### src/rtl/seg_access_arbiter.sv
// Segment register file sequencer/arbiter: EU writes, EU address generation and BIU prefetch.
// Define SEG_ARB_RR_EN for round-robin arbitration; otherwise fixed priority wr > eu > pf.
//
// state | meaning
// IDLE  | waiting; arbitrate and latch the winner's operands
// WRITE | write latched data into the latched segment register
// READ  | read the latched segment register
// CALC  | form segment*16 + offset into the owner's address register
// DONE  | pulse the owner's done
module seg_access_arbiter #(
    parameter int SEG_W = 16
) (
    input  logic               clk,
    input  logic               rst_n,
    input  logic               wr_req,
    input  logic [1:0]         wr_sel,
    input  logic [SEG_W-1:0]   wr_data,
    output logic               wr_done,
    input  logic               eu_req,
    input  logic [1:0]         eu_sel,
    input  logic [SEG_W-1:0]   eu_offset,
    output logic               eu_done,
    output logic [SEG_W+3:0]   eu_addr,
    input  logic               pf_req,
    input  logic [SEG_W-1:0]   pf_offset,
    output logic               pf_done,
    output logic [SEG_W+3:0]   pf_addr,
    output logic               seg_write_en,
    output logic [1:0]         seg_reg_select,
    output logic [SEG_W-1:0]   seg_data,
    input  logic [SEG_W-1:0]   seg_rdata,
    output logic               busy
);
    localparam int ADDR_W = SEG_W + 4;

    typedef enum logic [2:0] {IDLE, WRITE, READ, CALC, DONE} state_t;
    typedef enum logic [1:0] {OWN_WR = 2'd0, OWN_EU = 2'd1, OWN_PF = 2'd2} owner_t;

    state_t            state, state_nxt;
    owner_t            owner, gnt;
    logic              gnt_valid;
    logic [1:0]        lat_sel;
    logic [SEG_W-1:0]  lat_data;
    logic [SEG_W-1:0]  lat_offset;
    logic [ADDR_W-1:0] calc_addr;

`ifdef SEG_ARB_RR_EN
    // rr_ptr names the requester that currently has highest priority
    owner_t rr_ptr;

    always_ff @(posedge clk or negedge rst_n) begin
        if (!rst_n) begin
            rr_ptr <= OWN_WR;
        end else if (state == IDLE && gnt_valid) begin
            case (gnt)
                OWN_WR:  rr_ptr <= OWN_EU;
                OWN_EU:  rr_ptr <= OWN_PF;
                default: rr_ptr <= OWN_WR;
            endcase
        end
    end

    always_comb begin
        gnt_valid = wr_req | eu_req | pf_req;
        gnt       = OWN_WR;
        case (rr_ptr)
            OWN_WR: begin
                if (wr_req)      gnt = OWN_WR;
                else if (eu_req) gnt = OWN_EU;
                else             gnt = OWN_PF;
            end
            OWN_EU: begin
                if (eu_req)      gnt = OWN_EU;
                else if (pf_req) gnt = OWN_PF;
                else             gnt = OWN_WR;
            end
            default: begin
                if (pf_req)      gnt = OWN_PF;
                else if (wr_req) gnt = OWN_WR;
                else             gnt = OWN_EU;
            end
        endcase
    end
`else
    always_comb begin
        gnt_valid = wr_req | eu_req | pf_req;
        gnt       = OWN_WR;
        if (wr_req)      gnt = OWN_WR;
        else if (eu_req) gnt = OWN_EU;
        else             gnt = OWN_PF;
    end
`endif

    always_comb begin
        state_nxt = state;
        case (state)
            IDLE:    if (gnt_valid) state_nxt = (gnt == OWN_WR) ? WRITE : READ;
            WRITE:   state_nxt = DONE;
            READ:    state_nxt = CALC;
            CALC:    state_nxt = DONE;
            DONE:    state_nxt = IDLE;
            default: state_nxt = IDLE;
        endcase
    end

    // Carry out of the top bit is dropped so addresses wrap at 1 MiB
    assign calc_addr = {seg_rdata, 4'h0} + {4'h0, lat_offset};

    assign seg_write_en   = (state == WRITE);
    assign seg_reg_select = lat_sel;
    assign seg_data       = lat_data;
    assign busy           = (state != IDLE);

    always_ff @(posedge clk or negedge rst_n) begin
        if (!rst_n) begin
            state      <= IDLE;
            owner      <= OWN_WR;
            lat_sel    <= '0;
            lat_data   <= '0;
            lat_offset <= '0;
            wr_done    <= 1'b0;
            eu_done    <= 1'b0;
            pf_done    <= 1'b0;
            eu_addr    <= '0;
            pf_addr    <= '0;
        end else begin
            state   <= state_nxt;
            wr_done <= (state == WRITE);
            eu_done <= (state == CALC) && (owner == OWN_EU);
            pf_done <= (state == CALC) && (owner == OWN_PF);
            if (state == IDLE && gnt_valid) begin
                owner <= gnt;
                case (gnt)
                    OWN_WR: begin
                        lat_sel  <= wr_sel;
                        lat_data <= wr_data;
                    end
                    OWN_EU: begin
                        lat_sel    <= eu_sel;
                        lat_offset <= eu_offset;
                    end
                    default: begin
                        lat_sel    <= 2'b00;
                        lat_offset <= pf_offset;
                    end
                endcase
            end
            if (state == CALC) begin
                if (owner == OWN_EU) eu_addr <= calc_addr;
                else                 pf_addr <= calc_addr;
            end
        end
    end
endmodule

### config.mk
export PLATFORM = sky130hd
export DESIGN_NAME = seg_access_arbiter
export DESIGN_NICKNAME = d
export VERILOG_FILES = /design/src/rtl/seg_access_arbiter.sv
export SDC_FILE = /design/constraint.sdc
export NUM_CORES = 1
export LEC_CHECK = 0
export ABC_AREA = 0
export BUFFER_PORTS_ARGS = -buffer_cell sky130_fd_sc_hd__buf_2
export CORE_AREA = 2 2 94 96
export CTS_BUF_LIST = sky130_fd_sc_hd__clkbuf_8
export DETAILED_ROUTE_END_ITERATION = 6
export DIE_AREA = 0 0 96 98
export PLACE_DENSITY = 0.87
export SKIP_LAST_GASP = 1
export SYNTH_ARGS = -nofsm -noshare
export SYNTH_HDL_FRONTEND = slang
export SYNTH_SLANG_ARGS = --single-unit
### constraint.sdc
create_clock -name clk -period 2.29 [get_ports clk]
set_clock_uncertainty 0.2 [all_clocks]
set_input_delay 0.3435 -clock clk [delete_from_list [all_inputs] [get_ports clk]]
set_output_delay 0.3435 -clock clk [all_outputs]
set_load 0.05 [all_outputs]
# Word-level counts from Yosys, hierarchy flattened
# Cells that the tools add are included.
dict set report totals {
  register_bits 82
  output_inout_bits 63
  word_cells 40
}
dict set report op_classes {
  n_addsub 1
  n_eq_ne 7
  n_mux 7
  n_bitwise 4
  n_reduce_logical 11
}
# op count
set op_table {}
lappend op_table {{$pmux W16 S2} 1}
lappend op_table {{$add A20 B16 Y20} 1}
lappend op_table {{$pmux W3 S3} 1}
lappend op_table {{$reduce_and A2 Y1} 4}
lappend op_table {{$eq A3 B2 Y1 const B} 2}
lappend op_table {{$mux W2} 3}
lappend op_table {{$eq A2 B1 Y1 const B} 2}
lappend op_table {{$pmux W2 S2} 1}
lappend op_table {{$eq A3 B1 Y1 const B} 1}
lappend op_table {{$logic_and A1 B1 Y1} 3}
lappend op_table {{$logic_not A3 Y1} 1}
lappend op_table {{$mux W3} 1}
lappend op_table {{$reduce_bool A3 Y1} 1}
lappend op_table {{$eq A2 B2 Y1 const B} 1}
lappend op_table {{$logic_not A2 Y1} 1}
lappend op_table {{$ne A2 B2 Y1 const B} 1}
lappend op_table {{$not A1 Y1} 2}
lappend op_table {{$or A1 B1 Y1} 2}
lappend op_table {{$reduce_or A2 Y1} 1}

# Longest topological paths before layout
# Gate-level depths: netlist of run 1.
dict set report depth {
  depth_word 6
  depth_mapped 8
}

# Worst setup path after synthesis of run 1
# No wires, ideal clock.
dict set report synth_path {
  path_kind {reg2reg}
  start {reg lat_offset[4]}
  end {reg eu_addr[12]}
  arrival_ps 1925
  required_ps 1965
  path_slack_ps 40
  stages_incl_launch_ff 9
  path_buffers 0
  period_less_slack_ps 2250
  path_cell_list {dfrtp_1 -> ha_1 -> fa_1 -> a21oi_1 -> o21ai_1 -> a21oi_2 -> o21ai_1 -> xor2_1 -> mux2_2}
}
dict set report synth_via {
  elab_chain_len 1
}
# item line_no
set synth_lines {}
lappend synth_lines {{start: declaration} 44} ;# logic [SEG_W-1:0] lat_offset;
lappend synth_lines {{start signal: assignment} 140} ;# lat_offset <= eu_offset;
lappend synth_lines {{start signal: assignment} 144} ;# lat_offset <= pf_offset;
lappend synth_lines {{$add A20 B16 Y20} 107} ;# assign calc_addr = {seg_rdata, 4'h0} + {4'h0, lat_offset};
lappend synth_lines {{end signal: assignment} 149} ;# if (owner == OWN_EU) eu_addr <= calc_addr;
lappend synth_lines {{end: declaration} 23} ;# output logic [SEG_W+3:0] eu_addr,
# No other way between the ends.
# A chain may end at the register's enable or synchronous reset.

# Worst setup path in the final report of run 1
# Ends and elaborated chain as after synthesis.

==> results of run 1 <==
what timing repair did:
item / 4_1_cts / 5_1_grt
resized for setup: 3 / 10
endpoints found under the hold margin: 33 / 0
hold buffers: 1 / 0
buffers inserted: 1 / 1
gates cloned: 0 / 0
pin swaps: 2 / 4
endpoints found under the setup margin: 9 / 12
cell families after synthesis:
| kind of cell | count (synthesis) | synth area share (%) |
|---|---|---|
| DFF | 82 | 53.8 |
| xor gates and xnor gates | 14 | 3.21 |
| buffers and inverters | 17 | 2.75 |
| muxes | 64 | 18.5 |
| adders and majority gates | 13 | 4.46 |
| AOI/OAI and AO/OA | 59 | 8.98 |
| and+or+nand+nor | 68 | 8.36 |
routing by layer:
metal	part of all wire, %	vias up	wire length, um
li1	-	1403	-
met1	42	1434	3740
met2	51	98	4530
met3	5.8	7	509
met4	0.70	0	62
met5	0	-	0
area by class of cell:
cell class,count,area share (%)
tap,108,2.75
clock buffer,10,2.80
inverter,5,0.382
clock inverter,5,1.14
multi-input combinational,218,34.8
sequential,82,41.7
timing repair buffer,150,16.4
flip-flops by register name (all words and copies together) (netlist names):
name            count
eu_addr            20
eu_done             1
lat_offset         16
owner               2
pf_addr            20
pf_done             1
seg_data           16
seg_reg_select      2
state               3
wr_done             1
cell usage after synthesis (2+ instances only):
cell type   n  area (sq um)
inv_1       5          18.8
o211ai_1    3          22.5
xnor2_1     9          78.8
nand3_1     2          10.0
o21a_1      2          15.0
nor2b_1     3          18.8
buf_8       2          30.0
mux2i_1    18           180
o21ai_0    18          90.1
o21ai_1     5          25.0
and3_1      2          12.5
or3_1       2          12.5
mux2_4      2          30.0
ha_1       12           150
and2_1      2          12.5
buf_4       4          30.0
a22oi_1     2          15.0
nor2_1     18          67.6
nor3_1      2          10.0
clkbuf_1    3          11.3
dfrtp_1    82          2050
nand2_1    30           113
mux2_2     43           484
xor2_1      5          43.8
buf_2       3          15.0
a21oi_1    19          95.1
how the worst max path moves through the flow:
stage,start,endpoint,slack (ns)
after floorplan,lat_offset[4]$_DFFE_PN0P_,eu_addr[12]$_DFFE_PN0P_,0.04
after global placement,seg_rdata[0],pf_addr[12]$_DFFE_PN0P_,-0.16
after detailed placement,seg_rdata[0],eu_addr[12]$_DFFE_PN0P_,-0.19
after CTS,lat_offset[4]$_DFFE_PN0P_,eu_addr[12]$_DFFE_PN0P_,-0.003
after global routing,lat_offset[8]$_DFFE_PN0P_,eu_addr[17]$_DFFE_PN0P_,-0.12
final,lat_offset[4]$_DFFE_PN0P_,eu_addr[12]$_DFFE_PN0P_,-0.009
cells in the final DEF, fill, tap and decap left out, drive strengths merged, types with 2 or more instances in the layout:
cell      count
mux2         46
nand3         2
nand2        30
nor2b         4
and3          2
dfrtp        82
buf         149
o21ai        24
mux2i        18
o21a          2
a22oi         2
nor3b         2
and2          2
a21oi        20
clkbuf       10
or3           2
ha           12
xnor2         9
nor2         20
nor3          3
inv           6
o211ai        3
xor2          5
clkinvlp      3
worst max-delay path, cell delays in order, from the launching register on:
cell     delay (ns)
dfrtp_1        0.39
ha_2           0.19
fa_2           0.35
a21oi_2        0.17
o21ai_2        0.09
a21oi_2        0.23
o21ai_1        0.11
xor2_1         0.17
mux2_2         0.27
power by group:
group | internal [mW] | switching [mW]
Clock | 0.524 | 0.521
Sequential | 2.10 | 0.367
Combinational | 1.40 | 3.03
==> run_results.csv, run 1 <==
group,metric,value,unit
power,power_density,1610,nW/um^2
yosys,synth_area,3820,sq um
yosys,yosysUniqueCellTypes,45,
clock_tree,clkSlewWorstSetupHoldPaths,0.08,ns
floorplan,dieWidth,96,um
clock_tree,h-tree-depth,3,
grt,grt_overflow,0,
routing,vias,2942,
sta,setup_ws,-0.00926,ns
sta,setup_viol,1,
critical_path,r2r_setup_slack,-0.009,ns
power,p_total,7.94,mW
critical_path,startpoint_type,"flip-flop",
grt,grt.met1_usage,25.1,%
clock_tree,clk_latency,0.35,ns
place,hpwl,6.71,mm
floorplan,die_y,98,um
grt,grt_pass1_wl,14.4,mm
grt,grt_pass1_vias,3091,
finish,drive_gt1_share,48.3,%
yosys,synth_seq_cells,82,
critical_path,endpoint_kind,"flip-flop",
clock_tree,cts_buffer_depth,2,
clock_tree,cts.sinks,82,
routing,drt_iter0_drc,111,
routing,ant_nets,0,
hold_path,min_from,"wr_data[12]",
place,routabilityCongestion,0.859,
floorplan,core.rowCount,34,
run_status,violations,"setup timing",
power,peakVddDrop,0.000852,V
grt,antenna_found_initial,0,
critical_path,ff2ff_path_depth,8,
sta,finalHoldViolations,0,
power,power_leakage,2.41,nW
clock_tree,cts_tree,"done",
place,place_ws,-0.187,ns
yosys,synth-edff-count,0,
grt,grt.busiest_layer,"met2",
sta,final_max_slew_viol_count,0,
floorplan,start_util,45.1,%
grt,met3_usage,4.48,%
critical_path,crit_type,"flip-flop to flip-flop",
critical_path,cp.arrival,2.33,ns
place,io_buffers,135,
sta,period_needed,2.30,ns
sta,hold-worst-slack,0.0264,ns
sta,setup_tns,-0.00926,ns
finish,utilization,58.1,%
finish,nets,552,
place,placed_area,4650,sq um
floorplan,dieArea,9410,sq um
place,dp.cells,560,
grt,grtUsageTotal,19.9,%
yosys,ys_warn_count,0,
yosys,yosys_most_used_dff,"dfrtp_1",
sta,rsz0062_at_grt,"true",
run_status,run_status,"finished, violations left",
yosys,synthesis.nets,403,
finish,fillCellCount,719,
critical_path,rr_endpoint,"eu_addr[12]$_DFFE_PN0P_",
hold_path,min_path_type,"input pin to flip-flop",
floorplan,coreArea,8470,sq um
sta,finalCritPeriodShare,100,%
routing,drc,0,
yosys,ys_seq_area_share,53.8,%
floorplan,pin_count,136,
clock_tree,numCtsBuffers,9,
routing,drt_wl_total,8.84,mm
critical_path,r2r_start,"lat_offset[4]$_DFFE_PN0P_",
hold_path,hold_end,"seg_data[12]$_DFFE_PN0P_",
yosys,avgSynthCellArea,12.0,sq um
finish,syn2layout_area_growth,28.8,%
routing,via_per_inst,5.09,
finish,layout.area.seq,2050,sq um
yosys,async_flop_share,100,%
sta,fmax,435,MHz
routing,firstDrtPassIters,6,
sta,slew_headroom,57.7,%
critical_path,crit_required,2.32,ns
clock_tree,root_buffer,"clkbuf_8",
grt,grt_max_degree,50,
routing,routedWlPerCell,15.3,um
finish,multi_input_area,1710,sq um
finish,final_area,4920,sq um
critical_path,path_max_fanout,3,
yosys,syn_inst,317,
hold_path,hold_depth,2,
sta,tightest_slew,0.629,ns
job,maxCapViolations,0,
finish,antenna_cells,0,
grt,use_met2,33.6,%
finish,stdcell_count,578,
Note: power is estimated with default switching activity, not from simulation.
==> run 2: changes to the inputs <==
--- a/config.mk
+++ b/config.mk
@@ -12,6 +12,7 @@
 export DETAILED_ROUTE_END_ITERATION = 6
 export DIE_AREA = 0 0 96 98
 export PLACE_DENSITY = 0.87
+export RECOVER_POWER = 100
 export SKIP_LAST_GASP = 1
 export SYNTH_ARGS = -nofsm -noshare
 export SYNTH_HDL_FRONTEND = slang
==> run 2 against run 1 <==
  * The flow still finishes with violations (setup timing)
  * Clock power barely moved
  * Count of clock-buffer cells in the layout did not move
  * Combinational power fell by 4%
  * Die area did not move
  * Sequential share of layout area rose by 0.93 points
  * First-iteration DRC count did not move
  * Power fell by 1.9%
  * Register-to-register slack barely moved
  * Critical path type unchanged
==> run_results.csv, run 2 (same netlist as run 1, synthesis figures left out) <==
group,metric,value,unit
sta,rsz0062_at_grt,"true",
clock_tree,clk_latency,0.35,ns
power,peakVddDrop,0.000838,V
finish,mostFrequentLayoutCells,"dfrtp_1 (82), buf_2 (73), clkbuf_1 (62)",
routing,drc,0,
grt,antenna_found_initial,0,
finish,antenna_cells,0,
critical_path,crit_required,2.32,ns
sta,tightest_slew,0.849,ns
sta,finalCritPeriodShare,100,%
floorplan,dieWidth,96,um
finish,nets,552,
clock_tree,cts.sinks,82,
floorplan,pin_count,136,
critical_path,crit_type,"flip-flop to flip-flop",
grt,grtUsageTotal,19.9,%
clock_tree,root_buffer,"clkbuf_8",
critical_path,path_max_fanout,3,
routing,ant_nets,0,
routing,drt_wl_total,8.84,mm
routing,drt_iter0_drc,111,
place,hpwl,6.71,mm
critical_path,r2r_setup_slack,-0.008,ns
grt,grt_overflow,0,
grt,grt_pass1_wl,14.4,mm
place,dp.cells,560,
finish,largestRegisters,"eu_addr: 20 flops, pf_addr: 20 flops",
sta,period_needed,2.30,ns
grt,grt_max_degree,50,
floorplan,core.rowCount,34,
sta,slew_headroom,43.4,%
floorplan,die_y,98,um
sta,finalHoldViolations,0,
clock_tree,cts_buffer_depth,2,
finish,stdcell_count,578,
place,routabilityCongestion,0.859,
clock_tree,h-tree-depth,3,
clock_tree,clkSlewWorstSetupHoldPaths,0.08,ns
run_status,run_status,"finished, violations left",
run_status,violations,"setup timing",
job,maxCapViolations,0,
hold_path,min_path_type,"input pin to flip-flop",
routing,firstDrtPassIters,4,
power,power_leakage,2.21,nW
sta,setup_ws,-0.00775,ns
clock_tree,numCtsBuffers,9,
grt,grt_pass1_vias,3091,
routing,vias,2953,
finish,syn2layout_area_growth,26.0,%
floorplan,start_util,45.1,%
finish,fillCellCount,761,
critical_path,endpoint_kind,"flip-flop",
floorplan,dieArea,9410,sq um
place,io_buffers,135,
routing,routedWlPerCell,15.3,um
sta,setup_viol,1,
routing,via_per_inst,5.11,
finish,utilization,56.8,%
power,power_density,1620,nW/um^2
clock_tree,cts_tree,"done",
sta,hold-worst-slack,0.0220,ns
critical_path,cp.arrival,2.33,ns
sta,fmax,435,MHz
finish,final_common_cell,"dfrtp_1",
critical_path,startpoint_type,"flip-flop",
sta,setup_tns,-0.00775,ns
finish,drive_gt1_share,34.7,%
sta,final_max_slew_viol_count,0,
floorplan,coreArea,8470,sq um
==> run 2: per-stage QoR <==
step | power, mW | setup WS (ns) | area, sq um
floorplan | 5.77 | 0.0403 | 3820
global placement | 6.72 | -0.162 | 4650
detailed placement | 6.86 | -0.187 | 4650
CTS | 7.94 | -0.00252 | 4870
global route | 8.27 | -0.122 | 4810
finish | 7.79 | -0.00775 | 4810
==> run 2: report_power, final <==
part / switching [mW] / internal (mW) / total [mW]
Combinational: 3.03 / 1.24 / 4.26
Clock: 0.522 / 0.524 / 1.05
Sequential: 0.378 / 2.10 / 2.48
Total: 3.93 / 3.86 / 7.79
==> run 2: path summary, 6_finish.rpt <==
check                                     startpoint                         to  cells after the start
setup / recovery           lat_offset[4]$_DFFE_PN0P_    eu_addr[12]$_DFFE_PN0P_                      8
setup reg to reg           lat_offset[4]$_DFFE_PN0P_    eu_addr[12]$_DFFE_PN0P_                      8
hold / removal                           wr_data[12]   seg_data[12]$_DFFE_PN0P_                      2
hold reg to reg            lat_offset[6]$_DFFE_PN0P_  lat_offset[6]$_DFFE_PN0P_                      2
min in group asynchronous                      rst_n     eu_addr[1]$_DFFE_PN0P_                      2
max in group asynchronous                      rst_n    pf_addr[14]$_DFFE_PN0P_                      3
==> run 2: what timing repair did <==
action | in CTS | in global routing
pin swaps | 2 | 4
gates cloned | 0 | 0
buffers inserted | 1 | 1
endpoints found under the setup margin | 9 | 12
hold endpoints to repair | 33 | 0
resized for setup | 3 | 10
hold buffers | 1 | 0
==> run 2: metal layers <==
metal	share of wire (%)	wire [um]	up-vias	global-route usage [%]
met1	42	3720	1436	25.1
met2	51	4480	99	33.6
li1	-	-	1405	-
met4	1.4	128	0	6.15
met3	5.8	515	13	4.48
met5	0	0	-	0
==> run 2: critical path, stage by stage (launching register included) <==
cell	delay [ns]
dfrtp_1	0.39
ha_2	0.19
fa_2	0.35
a21oi_2	0.17
o21ai_2	0.09
a21oi_2	0.23
o21ai_1	0.11
xor2_1	0.17
mux2_2	0.27
==> run 2: cell type report <==
type | instances | area [sq um] | area share, %
clock inverters | 5 | 56.3 | 1.17
multi-input cells | 218 | 1710 | 35.4
well taps | 108 | 135 | 2.81
repair buffers | 150 | 706 | 14.7
clock buffers | 10 | 138 | 2.86
flip-flops and latches | 82 | 2050 | 42.7
inverters | 5 | 18.8 | 0.390
==> run 3: changes to the inputs <==
--- a/config.mk
+++ b/config.mk
@@ -5,12 +5,12 @@
 export SDC_FILE = /design/constraint.sdc
 export NUM_CORES = 1
 export LEC_CHECK = 0
-export ABC_AREA = 0
+export ABC_AREA = 1
 export BUFFER_PORTS_ARGS = -buffer_cell sky130_fd_sc_hd__buf_2
-export CORE_AREA = 2 2 94 96
+export CORE_AREA = 2 2 97 99
 export CTS_BUF_LIST = sky130_fd_sc_hd__clkbuf_8
 export DETAILED_ROUTE_END_ITERATION = 6
-export DIE_AREA = 0 0 96 98
+export DIE_AREA = 0 0 99 101
 export PLACE_DENSITY = 0.87
 export RECOVER_POWER = 100
 export SKIP_LAST_GASP = 1
==> run 3 against run 2 <==
  * The run now ends clean
  * Wire length grew 9.3%
  * Combinational power grew 6.8%
  * Global-route usage shrank 0.26 points
  * Critical path depth grew 1
  * Largest power group unchanged
==> run_results.csv, run 3 <==
group,metric,value,unit
run_status,run_status,"complete, no violations",
power,power_leakage,2.56,nW
sta,setup_viol,0,
place,routabilityCongestion,0.840,
grt,antenna_found_initial,0,
hold_path,min_path_type,"input pin to flip-flop",
power,switchingPower,4.32,mW
grt,grt_pass1_wl,15.6,mm
sta,fmax,475,MHz
critical_path,cp.arrival,2.14,ns
critical_path,crit_type,"flip-flop to flip-flop",
clock_tree,cts.sinks,82,
yosys,yosysTopAreaCellShare,49.3,%
finish,stdcell_count,730,
routing,drc,0,
routing,firstDrtPassIters,4,
clock_tree,clk_latency,0.35,ns
floorplan,dieWidth,99,um
place,io_buffers,135,
critical_path,rr_endpoint,"eu_addr[10]$_DFFE_PN0P_",
clock_tree,cts_buffer_depth,2,
sta,rsz0062_at_grt,"false",
yosys,synthesis.nets,563,
power,p_total,8.19,mW
yosys,yosysUniqueCellTypes,34,
routing,ant_nets,0,
floorplan,dieArea,10000,sq um
clock_tree,root_buffer,"clkbuf_8",
job,maxCapViolations,0,
finish,final_common_cell,"nand2_1",
sta,period_needed,2.10,ns
critical_path,path_max_fanout,4,
yosys,yosys_most_used_dff,"dfrtp_1",
sta,tightest_slew,0.972,ns
yosys,synth_seq_cells,82,
yosys,async_flop_share,100,%
hold_path,hold_end,"seg_data[12]$_DFFE_PN0P_",
critical_path,ff2ff_path_depth,9,
critical_path,r2r_start,"lat_offset[4]$_DFFE_PN0P_",
yosys,synth-edff-count,0,
sta,slew_headroom,35.2,%
yosys,ys_warn_count,0,
routing,drt_wl_total,9.66,mm
finish,mostFrequentLayoutCells,"nand2_1 (162), dfrtp_1 (82), buf_2 (71)",
floorplan,start_util,46.4,%
finish,layout.area.seq,2050,sq um
floorplan,core.rowCount,35,
grt,grtUsageTotal,19.6,%
yosys,synthTopCellsByArea,"dfrtp_1 (49%), nand2_1 (14%), inv_1 (3.7%)",
sta,finalHoldViolations,0,
grt,grt_pass1_vias,3333,
yosys,synth_area,4160,sq um
sta,finalCritPeriodShare,91.9,%
power,peakVddDrop,0.000820,V
yosys,yosysTopAreaCell,"dfrtp_1",
critical_path,endpoint_kind,"flip-flop",
finish,nets,702,
power,pwr-share-comb,55.6,%
critical_path,r2r_setup_slack,0.19,ns
yosys,syn_inst,477,
clock_tree,cts_tree,"done",
hold_path,hold_depth,2,
yosys,synthTopCellsByCount,"nand2_1 (160), dfrtp_1 (82), inv_1 (41), nand3_1 (30), o21ai_0 (26)",
finish,largestRegisters,"eu_addr: 20 flops, pf_addr: 20 flops",
yosys,synth.most_common_cell,"nand2_1",
grt,grt_max_degree,48,
floorplan,coreArea,8980,sq um
power,internal_power,3.87,mW
power,power_frac_seq,31.0,%
floorplan,die_y,101,um
routing,via_per_inst,4.90,
finish,fillCellCount,862,
place,dp.cells,714,
clock_tree,h-tree-depth,3,
yosys,ys_seq_area_share,49.3,%
clock_tree,numCtsBuffers,9,
finish,antenna_cells,0,
routing,routedWlPerCell,13.2,um
finish,multi_input_area,1810,sq um
finish,syn2layout_area_growth,20.9,%
grt,grt_overflow,0,
hold_path,min_from,"wr_data[12]",
clock_tree,clkSlewWorstSetupHoldPaths,0.08,ns
sta,final_max_slew_viol_count,0,
yosys,avgSynthCellArea,8.73,sq um
finish,drive_gt1_share,20.5,%
power,switching_share,52.8,%
power,power_density,1630,nW/um^2
power,p_clk_share,13.4,%
sta,setup_tns,0,ns
place,hpwl,7.50,mm
critical_path,crit_required,2.33,ns
floorplan,pin_count,136,
routing,vias,3575,
routing,drt_iter0_drc,84,
critical_path,startpoint_type,"flip-flop",
==> run 3: cell count changes in the layout (fill, tap and decap cells not counted), moves of 7 or more <==
| cell | before | now |
|---|---|---|
| a21oi_1 | 16 | 7 |
| buf_4 | 11 | 2 |
| inv_1 | 6 | 43 |
| mux2_1 | 1 | 9 |
| mux2_2 | 41 | 7 |
| mux2i_1 | 18 | 0 |
| nand2_1 | 30 | 162 |
| nand3_1 | 2 | 30 |
| o21a_1 | 2 | 12 |
| o21ai_0 | 18 | 33 |
| or2_2 | 0 | 21 |
| xnor2_1 | 8 | 1 |
==> run 3: worst max-delay path, stage by stage (launching register included) <==
cell	delay, ns
dfrtp_1	0.39
ha_1	0.21
fa_1	0.41
nand2_1	0.09
nand2_1	0.07
nand3b_1	0.09
nand2_1	0.11
or2_2	0.30
nand3_1	0.07
nand2_1	0.05
==> run 3: power by group through the flow <==
stage / clock (mW) / sequential [mW] / combinational (mW)
global placement: 0 / 2.53 / 4.75
finish: 1.10 / 2.54 / 4.55
floorplan: 0 / 4.34 / 1.95
global route: 1.19 / 2.62 / 4.94
CTS: 1.13 / 2.54 / 4.86
detailed placement: 0 / 2.56 / 4.85
==> run 3: area by class of cell <==
cell class                      instances  share of cell area [%]
Sequential cell                        82                    40.8
Multi-Input combinational cell        337                    36.0
Timing Repair Buffer                  141                    13.1
Inverter                               45                    3.36
Tap cell                              111                    2.76
Clock buffer                            9                    2.46
Clock inverter                          5                    1.62
==> run 3: what timing repair did <==
action                                 4_1_cts  5_1_grt
endpoints found under the hold margin       35        1
gates resized for setup                      0        0
hold buffers                                 1        1
setup buffers                                0        0
==> run 3: how the worst max path moves through the flow <==
stage / end / startpoint / slack (ns) / cells after the start
global route: eu_addr[12]$_DFFE_PN0P_ / lat_offset[4]$_DFFE_PN0P_ / 0.05 / 10
CTS: eu_addr[10]$_DFFE_PN0P_ / lat_offset[4]$_DFFE_PN0P_ / 0.19 / 9
global placement: pf_addr[10]$_DFFE_PN0P_ / seg_rdata[0] / 0.15 / 10
floorplan: seg_write_en / state[2]$_DFFE_PN0P_ / 0.20 / 1
finish: eu_addr[10]$_DFFE_PN0P_ / lat_offset[4]$_DFFE_PN0P_ / 0.19 / 9
detailed placement: eu_addr[10]$_DFFE_PN0P_ / seg_rdata[0] / 0.12 / 10
==> run 3: cell families (layout without fill, tap and decap cells) <==
logic type | after synthesis | in the layout | synth area share, %
and+or+nand+nor | 245 | 245 | 26.5
buffers and inverters | 58 | 200 | 5.92
DFF | 82 | 82 | 49.3
AOI/OAI and AO/OA | 59 | 59 | 8.26
xor gates and xnor gates | 4 | 4 | 0.841
adders and majority gates | 13 | 13 | 4.09
muxes | 16 | 16 | 5.14
==> run 3: layer usage <==
layer	up-vias	GRT usage, %	routed length [um]
li1	1805	-	-
met1	1660	26.1	4390
met2	98	32.5	4710
met3	12	3.74	448
met4	0	6.11	123
met5	-	0	0
==> run 3: stage by stage <==
step	hold slack, ns	setup slack [ns]	instance area (sq um)	util [%]
after global placement	0.123	0.149	4950	55.1
final	0.00448	0.185	5030	56.1
after floorplan	-0.152	0.199	4160	-
after global routing	-0.00873	0.0498	5030	56.1
after CTS	0.00510	0.191	5160	57.5
after detailed placement	0.139	0.118	4950	55.1
